**src/rtl/register_readback.sv**
```systemverilog
// Snapshot-and-stream readback for an observed register: captures I on REQ and shifts it out LSB-first
// over a 1-bit valid/ready link. Define READBACK_PARITY_EN to append an even-parity bit to each frame.
module register_readback #(
  parameter int WIDTH = 16
) (
  input  logic             CLK,
  input  logic             ASYNCRESETN,
  input  logic [WIDTH-1:0] I,
  input  logic             REQ,
  output logic             SO,
  output logic             SO_VALID,
  output logic             SO_LAST,
  input  logic             SO_READY,
  output logic             BUSY,
  output logic             OVERRUN
);

`ifdef READBACK_PARITY_EN
  localparam int FRAME = WIDTH + 1;
`else
  localparam int FRAME = WIDTH;
`endif
  localparam int CNT_W = $clog2(FRAME + 1);
  localparam logic [CNT_W-1:0] LAST_CNT = CNT_W'(FRAME - 1);

  typedef enum logic {
    IDLE  = 1'b0,
    SHIFT = 1'b1
  } state_e;

  state_e           state_q, state_d;
  logic [WIDTH-1:0] shadow_q, shadow_d;
  logic [CNT_W-1:0] cnt_q, cnt_d;
  logic             overrun_q, overrun_d;
  logic             req_prev_q, req_prev_d;
  logic             so_q, so_d;
  logic             valid_q, valid_d;
  logic             last_q, last_d;

`ifdef READBACK_PARITY_EN
  function automatic logic even_parity(input logic [WIDTH-1:0] v);
    return ^v;
  endfunction
`endif

  // Bit of the frame at position c: shadow bits first, then the optional parity bit.
  function automatic logic frame_bit(input logic [WIDTH-1:0] sh, input logic [CNT_W-1:0] c);
`ifdef READBACK_PARITY_EN
    if (c == LAST_CNT) begin
      return even_parity(sh);
    end else begin
      return |((sh >> c) & WIDTH'(1'b1));
    end
`else
    return |((sh >> c) & WIDTH'(1'b1));
`endif
  endfunction

  // Next-state and next-output computation; outputs are decoded from next state so they leave a flop.
  always_comb begin
    state_d    = state_q;
    shadow_d   = shadow_q;
    cnt_d      = cnt_q;
    overrun_d  = overrun_q;
    req_prev_d = REQ;

    case (state_q)
      IDLE: begin
        if (REQ) begin
          shadow_d  = I;
          cnt_d     = {CNT_W{1'b0}};
          overrun_d = 1'b0;
          state_d   = SHIFT;
        end else begin
          state_d = IDLE;
        end
      end
      SHIFT: begin
        // Only a fresh 0->1 request counts as dropped; a level held over from the capture does not.
        if (REQ && !req_prev_q) begin
          overrun_d = 1'b1;
        end else begin
          overrun_d = overrun_q;
        end
        if (SO_READY) begin
          if (cnt_q == LAST_CNT) begin
            cnt_d   = {CNT_W{1'b0}};
            state_d = IDLE;
          end else begin
            cnt_d = cnt_q + CNT_W'(1);
          end
        end else begin
          cnt_d = cnt_q;
        end
      end
      default: begin
        state_d = IDLE;
        cnt_d   = {CNT_W{1'b0}};
      end
    endcase

    if (state_d == SHIFT) begin
      so_d    = frame_bit(shadow_d, cnt_d);
      valid_d = 1'b1;
      last_d  = (cnt_d == LAST_CNT);
    end else begin
      so_d    = 1'b0;
      valid_d = 1'b0;
      last_d  = 1'b0;
    end
  end

  // State and output registers with asynchronous clear.
  always_ff @(posedge CLK or negedge ASYNCRESETN) begin
    if (!ASYNCRESETN) begin
      state_q    <= IDLE;
      shadow_q   <= {WIDTH{1'b0}};
      cnt_q      <= {CNT_W{1'b0}};
      overrun_q  <= 1'b0;
      req_prev_q <= 1'b0;
      so_q       <= 1'b0;
      valid_q    <= 1'b0;
      last_q     <= 1'b0;
    end else begin
      state_q    <= state_d;
      shadow_q   <= shadow_d;
      cnt_q      <= cnt_d;
      overrun_q  <= overrun_d;
      req_prev_q <= req_prev_d;
      so_q       <= so_d;
      valid_q    <= valid_d;
      last_q     <= last_d;
    end
  end

  assign SO       = so_q;
  assign SO_VALID = valid_q;
  assign SO_LAST  = last_q;
  assign BUSY     = valid_q;
  assign OVERRUN  = overrun_q;

endmodule
```
**config.mk**
```make
export PLATFORM = sky130hd
export DESIGN_NAME = register_readback
export DESIGN_NICKNAME = d
export VERILOG_FILES = /design/src/rtl/register_readback.sv
export SDC_FILE = /design/constraint.sdc
export NUM_CORES = 1
export LEC_CHECK = 0
export CORE_MARGIN = 10
export CORE_UTILIZATION = 45
export DETAILED_ROUTE_END_ITERATION = 10
export GPL_TIMING_DRIVEN = 0
export PLACE_DENSITY = 0.69
export SLEW_MARGIN = 25
export SYNTH_ARGS = -nofsm -noshare
export SYNTH_HDL_FRONTEND = slang
export SYNTH_SLANG_ARGS = --single-unit
```
**constraint.sdc**
```tcl
create_clock -name CLK -period 2.48 [get_ports CLK]
set_input_delay 0.496 -clock CLK [delete_from_list [all_inputs] [get_ports CLK]]
set_output_delay 0.496 -clock CLK [all_outputs]
set_load 0.05 [all_outputs]
```
Word-level counts from Yosys, hierarchy flattened --
Index checks and enable logic that the tools add are counted.
Word-level totals: word-level logic and storage cells 34, bits of input ports 20, register bits 27
Cells by class: bitwise gates (word level) 1, add/sub/neg operators 1, reduce and logical (&&, ||, !) cells 3, muxes and demuxes 16, equality and inequality tests 4, shift operators 1
Operator list (number):
- two-way mux 16 bit | 2
- >> shifter 16 x 5 -> 1 bit | 1
- two-way mux 5 bit | 3
- equality test 5 x 4 -> 1 bit, second input constant | 2
- one-hot mux 5 bit (2 select lines) | 1
- two-way mux 1 bit | 8
- adder 5 x 1 -> 5 bit, second input constant | 1
- one-hot mux 1 bit (2 select lines) | 2
- inequality test 2 x 1 -> 1 bit, second input constant | 1
- inequality test 2 bit, second input constant | 1
- AND reduction 2 bit | 1
- logical AND 1 bit | 1
- zero test 1 bit | 1
- NOT 1 bit | 1

Depth between registers and ports, before layout --
depth in word-level cells 6, mapped depth 9, mapped depth without buffers 8

Least setup slack after synthesis --
OpenSTA, ideal clock, no wires.
path type register -> register, from register cnt_q[0], to register so_q (netlist: SO), library setup time 136 ps, data arrival time 1953 ps, buffers on the path 0, clock period less this slack 2089 ps, data required time 2344 ps, stages on the path, launching flop included 7, setup slack 391 ps, cell sequence dfrtp_1 > ha_1 > mux2_4 > a22oi_4 > mux4_1 > nor3_1 > nor4b_2
On the way: cells in the longest elaborated chain, start to end 6, elaborated cells on any way between the ends 11
Ends and longest elaborated chain:
- start: declaration | RTL line 33 | logic [CNT_W-1:0] cnt_q, cnt_d;
- start signal: assignment | RTL line 118 | cnt_q <= {CNT_W{1'b0}};
- start signal: assignment | RTL line 127 | cnt_q <= cnt_d;
- adder 5 x 1 -> 5 bit / equality test 5 x 4 -> 1 bit (equally long branches) | RTL line 90, 86
- two-way mux 5 bit | RTL line 86 | if (cnt_q == LAST_CNT) begin
- two-way mux 5 bit | RTL line 85 | if (SO_READY) begin
- one-hot mux 5 bit (2 select lines) | RTL line 67 | case (state_q)
- >> shifter 16 x 5 -> 1 bit | RTL line 55 | return |((sh >> c) & WIDTH'(1'b1));
- two-way mux 1 bit * | RTL line 102 | if (state_d == SHIFT) begin
- named net so_d | RTL line 36 | logic so_q, so_d;
- end signal: assignment | RTL line 121 | so_q <= 1'b0;
- end signal: assignment | RTL line 130 | so_q <= so_d;
- end: declaration | RTL line 36
Mark *: on every way through the listed nets, which the timed path passes. The rest lies on a longest branch. A chain may end at the register's enable or synchronous reset.

Worst setup path in the final report --
from input REQ, to register so_q (netlist: SO)
On the way: cells in the longest elaborated chain, start to end 4, elaborated cells on any way between the ends 8
Ends and longest elaborated chain:
- start: declaration | RTL line 9 | input logic REQ,
- two-way mux 5 bit / two-way mux 16 bit (equally long branches) | RTL line 69 | if (REQ) begin
- one-hot mux 5 bit (2 select lines) / two-way mux 16 bit (equally long branches) | RTL line 67
- >> shifter 16 x 5 -> 1 bit | RTL line 55
- two-way mux 1 bit * | RTL line 102
- named net so_d | RTL line 36
Marked as above.

==> impl_metrics.toml <==
[outcome]
run_status = "finished, final reports clean"

[cts]
insertion_delay_ns = 0.34
cts_sinks = 26
cts_resized = 0
cts_hold_buffers = 0
htreeDepth = 1
ctsRootBufferMaster = "clkbuf_4"
clkTransAtPathRegs_ns = 0.15
cts_inserted_buffers = 3
tritoncts = "built"
cts.path.max_buffers = 2

[cells_and_area]
drive_gt1_share_pct = 16.75
antenna_cells = 0
areaGrowthSynthToFinish_pct = 22.51
num-nets-final = 219

[synthesis]
synth_edf_count = 0
synth.yosys.seq_area_share_pct = 41.80
synth_compound_area_share_pct = 21.62
yosys.area_share.simple_pct = 20.50
synthMuxAreaShare_pct = 6.913
avgSynthCellArea_um2 = 9.265
synth_xor_area_share_pct = 1.125
ys_warn_count = 0
syn_area_um2 = 1556
syn_inst = 168
ys_ff_latch = 26
synth_flop_cell = "dfrtp_1"
synthAdderAreaFrac_pct = 0.8039
synth_top_family_by_area = "compound AO/OA/AOI/OAI gates"
syn-num-nets = 189
synth_cell_types = 49
synth-async-reset-ratio_pct = 100.0

[timing]
slew_viol_final = 0
max_freq_ghz = 0.4213
finalSetupViolCount = 0
max_slew_margin_pct = 60.43
min_period_ns = 2.373
hold_viol = 0
tightest_slew_ns = 0.5935
fin_worst_skew_ns = 0.006573
tns_ns = 0
rsz0062_at_grt = "no"
finalCritPeriodShare_pct = 95.71

[detailed_routing]
via_per_inst = 5.642
wire_per_inst_um = 16.85
drt-total-wl_mm = 4.095
drc = 0
drtIter0Drc = 133
first_pass_iters = 4
ant_nets = 0
route.vias.total = 1371

[min_path]
holdCritPathClass = "in -> async"

[global_routing]
grt_pass1_wl_mm = 6.920
met3_usage_pct = 2.252
grt_max_degree = 27
grt_remaining_overflow = 0
gr-usage-met2_pct = 23.03
grt_util_all_layers_pct = 13.63
grt_pass1_vias = 1394
met1_usage_pct = 17.31
antenna_found_initial = 0
busiest_layer = "met2"

[setup_path]
arrival_ns = 2.61
startpoint_type = "input pin"
cp_max_fo = 10
rrSetupSlack_ns = 0.13
cp.required_ns = 2.71
crit_path_end_kind = "register"
reg2reg_to = "SO$_DFF_PN0_"
crit_start = "REQ"
worstSetupPathType = "in -> reg"
worstSetupEndpoint = "SO$_DFF_PN0_"
reg2reg_from = "cnt_q[0]$_DFF_PN0_"
rr_worst_depth = 6

[power]
p_total_mw = 2.417
power.density_nw_per_um2 = 1268
max-vdd-ir-drop_mv = 0.4696
power_leakage_nw = 0.8459

[floorplan]
die_area_um2 = 6211
io_pins = 25
row_count = 21
initial_utilization_pct = 46.64
die_y_um = 78.81
core-area_um2 = 3337
die_w_um = 78.81

[placed_design]
hpwl_mm = 2.892
portBuffers = 23
gp_congestion = 0.8820

[run]
maxCapViolations = 0
[worst min path at each step]
stage,start,endpoint,slack (ns),depth (start not counted)
after floorplan,ASYNCRESETN,OVERRUN$_DFFE_PN0P_,0.20,0
after global placement,shadow_q[3]$_DFF_PN0_,shadow_q[3]$_DFF_PN0_,0.45,2
after detailed placement,shadow_q[1]$_DFF_PN0_,shadow_q[1]$_DFF_PN0_,0.46,2
after CTS,ASYNCRESETN,shadow_q[3]$_DFF_PN0_,0.16,1
after global routing,ASYNCRESETN,OVERRUN$_DFFE_PN0P_,0.17,1
final,ASYNCRESETN,shadow_q[3]$_DFF_PN0_,0.13,1
[critical path: stages]
cell and delay, ns:
clkdlybuf4s50_1 0.51, buf_2 0.26, nor2_4 0.11, a22oi_4 0.31
mux4_1 0.62, nor3_1 0.22, nor4b_2 0.08
[state kept, by name, indices dropped and copies added (netlist names)]
signal,cells
shadow_q,16
cnt_q,5
OVERRUN,1
SO,1
SO_LAST,1
req_prev_q,1
state_q,1
[through the flow]
stage               cells  area [um2]  worst slack [ns]  hold slack (ns)  util, %
floorplan             168        1556            0.3914           0.2004        -
global placement      237        1844           -0.2493           0.4480    55.27
detailed placement    237        1839           -0.3228           0.4603    55.12
CTS                   241        1892           0.05501           0.1593    56.69
global route          243        1907           0.02841           0.1726    57.14
finish                243        1907            0.1065           0.1344    57.14
[cells in the final DEF (no fill, tap or decap), types with 4 or more instances in the layout]
| master | n |
|---|---|
| nand2_1 | 38 |
| dfrtp_1 | 26 |
| clkdlybuf4s50_1 | 22 |
| a21oi_1 | 10 |
| inv_1 | 9 |
| nor2_1 | 8 |
| buf_2 | 7 |
| buf_4 | 7 |
| o21ai_0 | 5 |
| mux2_2 | 5 |
| nor3_1 | 4 |
[Yosys cell counts, types with 2 or more instances]
cell type | instances | area (um2)
buf_2 | 6 | 30.03
nor2_1 | 8 | 30.03
nand2_1 | 38 | 142.6
nor3b_1 | 2 | 15.01
mux2_2 | 5 | 56.30
buf_4 | 5 | 37.54
nor2b_1 | 2 | 12.51
a31oi_1 | 2 | 12.51
o221ai_1 | 2 | 17.52
inv_1 | 9 | 33.78
o21bai_1 | 3 | 22.52
nor3_1 | 4 | 20.02
nand4_1 | 3 | 18.77
a311oi_1 | 3 | 26.28
nor4_1 | 2 | 12.51
dfrtp_1 | 26 | 650.6
a2bb2oi_1 | 2 | 17.52
o21ai_0 | 5 | 25.02
a211o_1 | 2 | 17.52
a21oi_1 | 10 | 50.05
[layer usage]
metal / share of wire [%] / vias up / routed length, um
li1: - / 654 / -
met1: 45 / 662 / 1836
met2: 49 / 52 / 1998
met3: 5.8 / 3 / 238
met4: 0.54 / 0 / 22
met5: 0 / - / 0
[cell families after synthesis]
logic type | count (synthesis)
xor+xnor | 2
fa+ha+maj | 1
compound gates | 43
flops | 26
buf+inv | 21
simple gates | 67
mux | 8
[repair_timing]
item | 4_1_cts | 5_1_grt
setup endpoints to repair | 0 | 1
endpoints found under the hold margin | 0 | 0
setup buffers | 0 | 2
[report_power, final]
group | internal (mW) | switching, mW | leakage [nW] | total, mW
sequential | 0.604 | 0.133 | 0.317 | 0.737
clock | 0.164 | 0.140 | 0.0279 | 0.304
combinational | 0.598 | 0.779 | 0.501 | 1.38
[cell type report]
type / instances / area [um2]
inverter: 9 / 33.78
clock buffer: 3 / 22.52
clock inverter: 1 / 30.03
multi-input combinational: 121 / 793.3
timing repair buffer: 25 / 240.2
sequential: 26 / 650.6
buffer: 12 / 78.83
fill: 337 / 1430
tap: 46 / 57.56
Power figures use the tool's default switching activity.
